`src/rtl/cs2fifoc.sv`:
```
// Command-frame transmitter: 55 AA, nine snapshotted payload bytes, 8-bit sum -> TX FIFO.
// Define FIFOC_FULL_WAIT_EN to honour fifoc_full with a stall-timeout error flag.
module cs2fifoc #(
    parameter logic [7:0]  HEAD0   = 8'h55,
    parameter logic [7:0]  HEAD1   = 8'hAA,
    parameter logic [15:0] TIMEOUT = 16'd1000
) (
    input  logic       clk,
    input  logic       rst,
    input  logic       fs,
    output logic       fd,
    output logic       err,
    output logic [7:0] so,
    input  logic [7:0] kind_dev,
    input  logic [7:0] info_sr,
    input  logic [7:0] cmd_filt,
    input  logic [7:0] cmd_mix0,
    input  logic [7:0] cmd_reg4,
    input  logic [7:0] cmd_reg5,
    input  logic [7:0] cmd_reg6,
    input  logic [7:0] cmd_reg7,
    input  logic [7:0] cmd_mix1,
    input  logic       fifoc_full,
    output logic       fifoc_txen,
    output logic [7:0] fifoc_txd
);

    typedef enum logic [3:0] {
        IDLE = 4'h0, LOAD = 4'h1, HED0 = 4'h2, HED1 = 4'h3,
        CMD0 = 4'h4, CMD1 = 4'h5, CMD2 = 4'h6, CMD3 = 4'h7,
        CMD4 = 4'h8, CMD5 = 4'h9, CMD6 = 4'hA, CMD7 = 4'hB,
        CMD8 = 4'hC, PART = 4'hD, DONE = 4'hE
    } state_e;

    state_e     state_q, state_d;
    logic       txen_q, txen_d;
    logic [7:0] txd_q, txd_d;
    logic [7:0] sum_q, sum_d;
    logic [7:0] snap_q [0:8];
    logic [7:0] snap_d [0:8];
    logic [7:0] cur_byte;
    logic       in_send;
    logic       is_cmd;
    logic       stall;

    assign in_send = (state_q >= HED0) && (state_q <= PART);
    assign is_cmd  = (state_q >= CMD0) && (state_q <= CMD8);

`ifdef FIFOC_FULL_WAIT_EN
    logic [15:0] cnt_q;
    logic        err_q;

    assign stall = fifoc_full;
    assign err   = err_q;

    // Counts consecutive stalled edges; saturates so a stuck FIFO cannot wrap it.
    always_ff @(posedge clk or posedge rst) begin
        if (rst) begin
            cnt_q <= 16'd0;
            err_q <= 1'b0;
        end else if (in_send && fifoc_full) begin
            if (cnt_q != 16'hFFFF)
                cnt_q <= cnt_q + 16'd1;
            if (({1'b0, cnt_q} + 17'd1) >= {1'b0, TIMEOUT})
                err_q <= 1'b1;
        end else begin
            cnt_q <= 16'd0;
        end
    end
`else
    logic unused_cfg;

    assign unused_cfg = fifoc_full ^ (^TIMEOUT);
    assign stall      = 1'b0;
    assign err        = 1'b0;
`endif

    always_comb begin
        cur_byte = 8'h00;
        case (state_q)
            HED0:    cur_byte = HEAD0;
            HED1:    cur_byte = HEAD1;
            CMD0:    cur_byte = snap_q[0];
            CMD1:    cur_byte = snap_q[1];
            CMD2:    cur_byte = snap_q[2];
            CMD3:    cur_byte = snap_q[3];
            CMD4:    cur_byte = snap_q[4];
            CMD5:    cur_byte = snap_q[5];
            CMD6:    cur_byte = snap_q[6];
            CMD7:    cur_byte = snap_q[7];
            CMD8:    cur_byte = snap_q[8];
            PART:    cur_byte = sum_q;
            default: cur_byte = 8'h00;
        endcase
    end

    always_comb begin
        state_d = state_q;
        txen_d  = 1'b0;
        txd_d   = txd_q;
        sum_d   = sum_q;
        snap_d  = snap_q;
        case (state_q)
            IDLE: begin
                if (fs)
                    state_d = LOAD;
            end
            LOAD: begin
                snap_d  = '{kind_dev, info_sr, cmd_filt, cmd_mix0, cmd_reg4,
                            cmd_reg5, cmd_reg6, cmd_reg7, cmd_mix1};
                sum_d   = 8'h00;
                state_d = HED0;
            end
            DONE: begin
                if (!fs)
                    state_d = IDLE;
            end
            default: begin
                // Send states step in code order; PART+1 lands on DONE.
                if (in_send) begin
                    if (!stall) begin
                        txen_d  = 1'b1;
                        txd_d   = cur_byte;
                        state_d = state_e'(state_q + 4'd1);
                        if (is_cmd)
                            sum_d = sum_q + cur_byte;
                    end
                end else begin
                    state_d = IDLE;
                end
            end
        endcase
    end

    always_ff @(posedge clk or posedge rst) begin
        if (rst) begin
            state_q <= IDLE;
            txen_q  <= 1'b0;
            txd_q   <= 8'h00;
            sum_q   <= 8'h00;
            snap_q  <= '{default: 8'h00};
        end else begin
            state_q <= state_d;
            txen_q  <= txen_d;
            txd_q   <= txd_d;
            sum_q   <= sum_d;
            snap_q  <= snap_d;
        end
    end

    assign fifoc_txen = txen_q;
    assign fifoc_txd  = txd_q;
    assign fd         = (state_q == DONE);
    assign so         = {4'h0, state_q};

endmodule

```
`config.mk`:
```
export PLATFORM = sky130hd
export DESIGN_NAME = cs2fifoc
export DESIGN_NICKNAME = d
export VERILOG_FILES = /design/src/rtl/cs2fifoc.sv
export SDC_FILE = /design/constraint.sdc
export NUM_CORES = 1
export LEC_CHECK = 0
export ABC_AREA = 1
export CAP_MARGIN = 20
export CELL_PAD_IN_SITES_DETAIL_PLACEMENT = 1
export CELL_PAD_IN_SITES_GLOBAL_PLACEMENT = 1
export CORE_ASPECT_RATIO = 1.1
export CORE_MARGIN = 2
export CORE_UTILIZATION = 38
export DETAILED_ROUTE_END_ITERATION = 8
export GPL_ROUTABILITY_DRIVEN = 1
export HOLD_SLACK_MARGIN = 0.05
export PLACE_DENSITY = 0.8
export SETUP_SLACK_MARGIN = 0.3
export SLEW_MARGIN = 15
export SYNTH_ARGS = -nofsm -noshare
export SYNTH_HDL_FRONTEND = slang
export SYNTH_SLANG_ARGS = --single-unit
```
`constraint.sdc`:
```
create_clock -name clk -period 3.8 [get_ports clk]
set_clock_uncertainty 0.05 [all_clocks]
set_input_delay 0.38 -clock clk [delete_from_list [all_inputs] [get_ports clk]]
set_output_delay 0.38 -clock clk [all_outputs]
set_load 0.02 [all_outputs]
```
==> reports/qor.yml, run 1 <==
critPathCaptureType: "flop"
maxSlewViolCount: 0
clock_path_buffers: 2
post_cts_resized: 0
cts_max_level: 3
fmax_mhz: 303
ys_top_cells_by_area: "dfrtp_1, nand2_1, o21ai_0"
grt_pass1_wl_um: 23500
totalWireLength_um: 14300
synthCells: 588
cp.arrival_ps: 3480
maxCapViolations: 0
path_cells: "inv_1 -> ha_1 -> buf_4 -> inv_1 -> nor2_2 -> inv_1 -> o22ai_1 -> nor2_1 -> nand3_2 -> ha_1 -> fa_1 -> nand3_1 -> nand3_1 -> nand2_1 -> nand2_1 -> a21oi_1 -> a21oi_2 -> o21ai_1 -> nand2_1"
period_needed_ps: 3300
hold_path.class: "flop to flop"
firstDrtPassIters: 4
clock_latency_ps: 350
mostFrequentLayoutCells: "nand2_1, dfrtp_1, clkdlybuf4s50_1"
core_area_um2: 12500
path_delay_family: "adder cells"
num_rows: 43
finalSetupTns_ps: 0
via_count: 4306
finalHoldViolations: 0
chipWidth_um: 111
cts_hold_buf: 0
slowest_delay_ps: 480
cts-root-buf: "clkbuf_16"
outcome: "finished, final reports clean"
grt-ovfl-total: 0
place_area_um2: 5840
drc: 0
p_per_area_nw_per_um2: 808
grt_pass1_vias: 4630
fin_cells: 836
dieArea_um2: 13600
synth.ff_latch_count: 93
io_buffer_count: 88
cp-start-kind: "flop"
final-setup-viol-count: 0
yosysWarnings: 0
final_nets: 763
routabilityCongestion: 0.835
first_iter_violations: 183
synth_area_leader_cell: "dfrtp_1"
avgSynthCellArea_um2: 8.20
io-pin-count: 95
dp.final_hpwl_um: 10600
mostFrequentLayoutCell: "nand2_1"
peakVddDrop_v: 0.000364
period_share: 0.868
cp_max_fo: 7
critical_path_class: "flop to flop"
leakage_nw: 2.96
start_util: 0.386
cts_sinks: 93
wl_per_cell_um: 17.1
grt_max_degree: 52
antenna_found_initial: 0
postCtsSetupRepairBufs: 0
synth_top_area_share: 0.483
fin_ws_ps: 502
crit_slowest_cell: "dfrtp_1"
power_mw: 4.99
slew_headroom: 0.357
drtAntennaViolNets: 0
synth_area_um2: 4820
seq_area_frac_synth: 0.483
cp.required_ps: 3980
path_buf_inv: 4
cts_tree: "done"
antenna_cells: 0
cts.reportedPaths.clkPinSlew_ps: 60
grt.total_usage: 0.222
tightest_slew_ps: 963
stdcell_area_um2: 6170
via_per_inst: 5.15
dpl_worst_slack_ps: 387
n_fill_cell: 1534
numCtsBuffers: 9
dp_cells: 820
drive_gt1_frac: 0.0913
grt_setup_unrepaired: "no"
area_delta_synth_final_pct: 28.0
synth_cell_types: 38
die_h_um: 122
metrics by stage:
stage	hold slack (ps)	utilization
finish	432	0.494
global route	452	0.494
CTS	435	0.494
detailed placement	417	0.468
global placement	412	0.468
floorplan	399	-
flip-flops by register name, indices dropped and copies added (netlist names):
| signal | flops |
|---|---|
| state_q | 4 |
| fifoc_txen | 1 |
| sum_q | 8 |
| fifoc_txd | 8 |
| snap_q | 72 |
cell type report:
type                       instances  area, um2  area share
clock buffer                      14        284      0.0460
clock inverter                     2       38.8     0.00629
inverter                          65        245      0.0397
multi-input combinational        405       2080       0.337
sequential                        93       2330       0.377
tap                              157        196      0.0318
timing repair buffer             100        996       0.161
report_power, final:
part	internal (mW)	leakage (nW)	total, mW	switching [mW]
sequential	1.46	1.16	1.71	0.251
combinational	0.791	1.64	2.30	1.51
clock	0.584	0.159	0.976	0.393
total	2.83	2.96	4.99	2.16
worst min-delay path, delay by kind of cell, from the launching register on:
| family | cells | cell delay (ps) |
|---|---|---|
| flip-flops | 1 | 350 |
| AND/OR/NAND/NOR | 2 | 100 |
final timing paths:
| path | cells past startpoint | slack [ps] | startpoint | end |
|---|---|---|---|---|
| setup / recovery | 19 | 500 | state_q[1] | sum_q[6] |
| hold / removal | 2 | 430 | fifoc_txd[1] | fifoc_txd[1] |
| setup reg to reg | 19 | 500 | state_q[1] | sum_q[6] |
| hold reg to reg | 2 | 430 | fifoc_txd[1] | fifoc_txd[1] |
| max in group asynchronous | 3 | 2460 | rst | snap_q[60] |
| min in group asynchronous | 2 | 500 | rst | fifoc_txd[0] |
cell usage after synthesis, drive strengths merged:
| cell | instances |
|---|---|
| inv | 65 |
| fa | 1 |
| o2111ai | 5 |
| o31ai | 1 |
| a21oi | 13 |
| dfrtp | 93 |
| a32oi | 1 |
| ha | 12 |
| o21ai | 53 |
| nor2 | 32 |
| nand4 | 10 |
| buf | 22 |
| a31oi | 7 |
| nor3 | 1 |
| xnor2 | 3 |
| o22ai | 17 |
| a22oi | 1 |
| nand3 | 33 |
| a211oi | 1 |
| conb | 1 |
| nand2 | 209 |
| clkbuf | 7 |
routing by layer:
metal | global-route usage | part of all wire
met4 | 0.0910 | 0.027
met5 | 0 | 0
met2 | 0.394 | 0.51
met1 | 0.276 | 0.43
met3 | 0.0303 | 0.036
cells by family (layout without fill, tap and decap cells):
group                      Yosys count  after routing  synth area share
and+or+nand+nor                    285            285             0.263
AOI/OAI and AO/OA                   99             99             0.123
buffers and inverters               94            181            0.0895
DFF                                 93             93             0.483
adders and majority gates           13             13            0.0353
xor gates and xnor gates             3              3           0.00545
other                                1              5          0.000778
Note: power is estimated with default switching activity, not from simulation.
==> run 2, diff against run 1 <==
CAP_MARGIN = 10   (was 20)
CORE_MARGIN = 3   (was 2)
SKIP_LAST_GASP = 1   (was default)
==> run 2 against run 1 <==
  * Sequential cell count stayed put
  * Non-clock buffer count fell by 6
  * Worst hold slack got worse by 14 ps
  * Utilization up 0.77 points
  * Fmax is 2.6% higher
  * First-iteration DRC count grew 32%
  * Cell area is 0.81% lower
  * Sequential share of layout area increased by 0.31 points
  * Largest cell class unchanged
==> reports/qor.yml, run 2 (synthesis results as in run 1) <==
cts-root-buf: "clkbuf_16"
dpl_worst_slack_ps: 502  # +115 ps
antenna_cells: 0  # unchanged
cp.arrival_ps: 3410  # -70 ps
grt-ovfl-total: 0  # unchanged
drc: 0  # unchanged
p_per_area_nw_per_um2: 805  # -0.38%
routabilityCongestion: 0.885  # +6.0%
chipWidth_um: 113  # +1.8%
antenna_found_initial: 0  # unchanged
grt_pass1_wl_um: 22700  # -3.3%
grt_max_degree: 65  # +25%
outcome: "finished, final reports clean"
cts.reportedPaths.clkPinSlew_ps: 60  # about the same
wl_per_cell_um: 17.0  # -0.58%
num_rows: 42  # -2.3%
via_count: 4272  # -0.79%
postCtsSetupRepairBufs: 0  # unchanged
critical_path_class: "flop to flop"
slowest_delay_ps: 460  # -20 ps
power_mw: 4.93  # -1.2%
cts_tree: "done"
tightest_slew_ps: 781  # -182 ps
numCtsBuffers: 9  # unchanged
die_h_um: 124  # +1.6%
dp.final_hpwl_um: 10400  # -1.4%
maxCapViolations: 0  # unchanged
maxSlewViolCount: 0  # unchanged
mostFrequentLayoutCells: "nand2_1, dfrtp_1, clkdlybuf4s50_1"
leakage_nw: 2.93  # -1.1%
critPathCaptureType: "flop"
r2r-start: "state_q[1]"
io-pin-count: 95  # unchanged
mostFrequentLayoutCell: "nand2_1"
first_iter_violations: 242  # +32%
path_cells: "inv_1 -> ha_2 -> nand3_1 -> o22ai_1 -> a31oi_1 -> nand3_2 -> ha_1 -> fa_1 -> nand3_1 -> nand3_1 -> nand2_1 -> nand2_1 -> a21oi_1 -> a21oi_2 -> o21ai_1 -> nand2_1"
crit_slowest_cell: "dfrtp_1"
largest_reg_flops: 72  # unchanged
clock_latency_ps: 350  # about the same
cts_sinks: 93  # unchanged
finalSetupTns_ps: 0  # unchanged
period_needed_ps: 3210  # -84.1 ps
cp.required_ps: 3990  # about the same
grt.total_usage: 0.209  # -0.0137
io_buffer_count: 88  # unchanged
drtAntennaViolNets: 0  # unchanged
slew_headroom: 0.479  # +0.122
drive_gt1_frac: 0.0847  # -0.00662
critPathLaunch: "state_q[1]"
path_buf_inv: 1  # -3
largest-register: "snap_q"
firstDrtPassIters: 4  # unchanged
grt_setup_unrepaired: "no"
fmax_mhz: 311  # +2.6%
cp-start-kind: "flop"
path_delay_family: "adder cells"
fin_ws_ps: 586  # +84.1 ps
grt_pass1_vias: 4577  # -1.1%
core_area_um2: 12200  # -2.3%
cp_max_fo: 11  # +4
final-setup-viol-count: 0  # unchanged
period_share: 0.846  # -0.0221
dieArea_um2: 14100  # +3.5%
area_delta_synth_final_pct: 27.0
final_nets: 757  # -0.79%
clock_path_buffers: 2  # unchanged
cts_max_level: 3  # unchanged
hold_path.class: "input pin to async pin"
start_util: 0.395  # +0.00920
whs_ps: 417  # -14.4 ps
peakVddDrop_v: 0.000382  # +4.9%
totalWireLength_um: 14100  # -1.7%
finalHoldViolations: 0  # unchanged
via_per_inst: 5.17  # +0.29%
run 2: area by class of cell:
type / count / area [um2]
clock buffer: 10 / 229
clock inverter: 6 / 87.6
fill: 1475 / 6070
inverter: 65 / 245
multi-input combinational: 405 / 2090
sequential: 93 / 2330
tap: 154 / 193
timing repair buffer: 94 / 951
run 2: worst paths after layout:
kind / slack, ps / cells after the start / to
max: 590 / 16 / sum_q[6]
min: 420 / 2 / fifoc_txd[0]
max reg2reg: 590 / 16 / sum_q[6]
min reg2reg: 430 / 2 / fifoc_txd[2]
max in group asynchronous: 2530 / 3 / snap_q[54]
min in group clk: 430 / 2 / fifoc_txd[2]
run 2: timing repair:
action,CTS,global route
hold buffers,0,0
setup endpoints to repair,0,1
resized for setup,0,4
run 2: worst reg2reg max path, cell delays in order, from the launching register on:
cell     delay, ps
dfrtp_1        460
inv_1          150
ha_2           300
nand3_1        260
o22ai_1        120
a31oi_1        210
nand3_2        140
ha_1           250
fa_1           420
nand3_1         90
nand3_1        110
nand2_1         90
nand2_1         50
a21oi_1        190
a21oi_2         70
o21ai_1         80
nand2_1         60
run 2: power by group:
group	total (mW)	switching (mW)	internal [mW]
registers	1.70	0.242	1.46
logic	2.26	1.51	0.751
clock network	0.969	0.392	0.577
total	4.93	2.14	2.79
run 2: layer usage:
| layer | global-route usage | up-vias | routed length [um] |
|---|---|---|---|
| met2 | 0.361 | 101 | 7250 |
| li1 | - | 2046 | - |
| met3 | 0.0418 | 22 | 558 |
| met4 | 0.0811 | 0 | 274 |
| met1 | 0.258 | 2103 | 5970 |
| met5 | 0 | - | 0 |
run 2: through the flow:
stage	util	cell area (um2)	instances
final	0.502	6120	827
after global routing	0.502	6120	827
after CTS	0.501	6110	827
after detailed placement	0.475	5790	811
after global placement	0.475	5790	811
after floorplan	-	4840	592
==> run 3, diff against run 2 <==
clock period = 3.2 ns   (was 3.8 ns; I/O delays follow)
==> run 3 against run 2 <==
  * Critical endpoint unchanged
  * Register-to-register slack worse by 290 ps
  * Cell count up 2.7%
  * Worst setup slack worse by 290 ps
  * Fmax up 11%
  * Sequential share of layout area down 1.7 points
  * Die area unchanged
  * First-iteration DRC count down 4.5%
  * Power up 25%
  * Utilization up 2.5 points
==> reports/qor.yml, run 3 (synthesis results as in run 1) <==
outcome: "finished, final reports clean"
grt_pass1_wl_um: 22900  # +0.85%
intPower_mw: 3.44  # +23%
fin_ws_ps: 298  # -288 ps
via_per_inst: 5.25  # +1.6%
hold_path.class: "input pin to async pin"
drtAntennaViolNets: 0  # unchanged
cts-root-buf: "clkbuf_16"
clkPwrFrac: 0.179  # -0.018
area_delta_synth_final_pct: 33.2
largest-register: "snap_q"
fin_cells: 849  # +2.7%
cts_sinks: 93  # unchanged
io_buffer_count: 88  # unchanged
dp.final_hpwl_um: 10500  # +0.60%
cpMostUsedCell: "nand2_1"
maxCapViolations: 0  # unchanged
path_cells: "inv_4 -> ha_2 -> buf_6 -> nand2_2 -> o22ai_1 -> nor2_2 -> nand3_2 -> ha_4 -> fa_2 -> nand3_1 -> nand3_2 -> nand2_1 -> nand2_1 -> a21oi_2 -> a21oi_2 -> o21ai_1 -> nand2_1"
num_rows: 42  # unchanged
critPathCaptureType: "flop"
largest_reg_flops: 72  # unchanged
cp.required_ps: 3380  # -610 ps
totalWireLength_um: 15200  # +7.9%
r2r-start: "state_q[0]"
period_share: 0.907  # +0.0612
cts_tree: "done"
cp_max_fo: 7  # -4
leakage_nw: 3.07  # +4.6%
numCtsBuffers: 9  # unchanged
dpl_worst_slack_ps: -57.0  # -559 ps
cts.reportedPaths.clkPinSlew_ps: 70  # about the same
wl_per_cell_um: 17.9  # +5.1%
chipWidth_um: 113  # unchanged
clock_latency_ps: 350  # about the same
first_iter_violations: 231  # -4.5%
crit_end: "sum_q[6]"
fmax_mhz: 345  # +11%
critical_path_class: "flop to flop"
grt.total_usage: 0.209  # +0.000213
dp_cells: 822  # +1.4%
antenna_cells: 0  # unchanged
clock_path_buffers: 2  # unchanged
grt_setup_unrepaired: "yes"
multi_input_area_um2: 2200  # +5.5%
final_nets: 780  # +3.0%
path_delay_family: "simple AND/OR/NAND/NOR gates"
slew_headroom: 0.639  # +0.160
crit_slowest_cell: "dfrtp_2"
grt_max_degree: 94  # +45%
grt-ovfl-total: 0  # unchanged
firstDrtPassIters: 4  # unchanged
core_area_um2: 12200  # unchanged
swShare: 0.441  # +0.00609
p_per_area_nw_per_um2: 957  # +19%
n_fill_cell: 1461  # -0.95%
critPathLaunch: "state_q[0]"
peakVddDrop_v: 0.000437  # +15%
grt_pass1_vias: 4581  # +0.087%
cts_max_level: 3  # unchanged
slowest_delay_ps: 430  # -30 ps
combPwrFrac: 0.490  # +0.031
routabilityCongestion: 0.889  # +0.38%
path_buf_inv: 2  # +1
mostFrequentLayoutCell: "nand2_1"
via_count: 4454  # +4.3%
maxSlewViolCount: 0  # unchanged
dieArea_um2: 14100  # unchanged
cp.arrival_ps: 3080  # -330 ps
reg2reg_slack_ps: 300  # -290 ps
r2r_cells: 17  # +1
start_util: 0.395  # unchanged
r2r_end: "sum_q[6]"
pwr-share-seq: 0.331  # -0.014
finalHoldViolations: 0  # unchanged
io-pin-count: 95  # unchanged
crit_cells: 17  # +1
period_needed_ps: 2900  # -312 ps
drc: 0  # unchanged
tightest_slew_ps: 541  # -240 ps
drive_gt1_frac: 0.153  # +0.0678
final-setup-viol-count: 0  # unchanged
regArea_um2: 2330  # +0.16%
power.switching_mw: 2.71  # +26%
mostFrequentLayoutCells: "nand2_1, dfrtp_1, clkdlybuf4s50_1"
cp-start-kind: "flop"
antenna_found_initial: 0  # unchanged
die_h_um: 124  # unchanged
==> run 3: worst min-delay path by stage <==
stage | from | end | depth (start not counted)
after CTS | fifoc_txd[6] | fifoc_txd[6] | 2
after global placement | fifoc_txd[2] | fifoc_txd[2] | 2
final | rst | fifoc_txd[1] | 3
after floorplan | cmd_reg7[4] | snap_q[12] | 2
after global routing | fifoc_txd[6] | fifoc_txd[6] | 2
after detailed placement | fifoc_txd[6] | fifoc_txd[6] | 2
==> run 3: power by group through the flow <==
stage          clock (mW)  combinational, mW  sequential, mW
6_report             1.10               3.01            2.04
3_3_place_gp            0               2.56            2.01
4_1_cts              1.10               2.82            2.03
2_1_floorplan           0               1.87            2.00
3_5_place_dp            0               2.69            2.04
5_1_grt              1.15               3.34            2.09
==> run 3: area by class of cell <==
class | count | area share
clock inverter | 4 | 0.00877
tap | 154 | 0.0300
sequential | 93 | 0.363
timing repair buffer | 117 | 0.178
multi-input combinational | 405 | 0.343
clock buffer | 11 | 0.0378
inverter | 65 | 0.0398
==> run 3: metrics by stage <==
stage | hold WS [ps] | total power [mW] | util | instance area (um2) | setup TNS, ps
finish | 368 | 6.15 | 0.527 | 6420 | 0
global route | 462 | 6.57 | 0.527 | 6420 | 0
CTS | 433 | 5.95 | 0.513 | 6260 | 0
detailed placement | 417 | 4.73 | 0.482 | 5880 | -57.0
global placement | 412 | 4.58 | 0.482 | 5880 | 0
floorplan | 380 | 3.87 | - | 4840 | 0
==> run 3: what timing repair did <==
item / CTS / global route
gates resized for setup: 19 / 21
setup endpoints to repair: 4 / 3
buffers inserted: 3 / 9
hold buffers: 0 / 0
gates cloned: 0 / 0
pin swaps: 2 / 5
==> run 3: per-layer routing <==
| layer | vias up | routed length [um] | global-route usage |
|---|---|---|---|
| met2 | 135 | 7900 | 0.375 |
| met3 | 27 | 745 | 0.0248 |
| li1 | 2086 | - | - |
| met4 | 0 | 362 | 0.0774 |
| met5 | - | 0 | 0 |
| met1 | 2206 | 6160 | 0.259 |
==> run 3: worst reg2reg max path, stage by stage, from the launching register on <==
cell     delay (ps)
dfrtp_2         430
inv_4            80
ha_2            220
buf_6           150
nand2_2          90
o22ai_1          90
nor2_2          190
nand3_2         150
ha_4            200
fa_2            350
nand3_1          90
nand3_2         100
nand2_1         100
nand2_1         100
a21oi_2         190
a21oi_2          70
o21ai_1          80
nand2_1          60
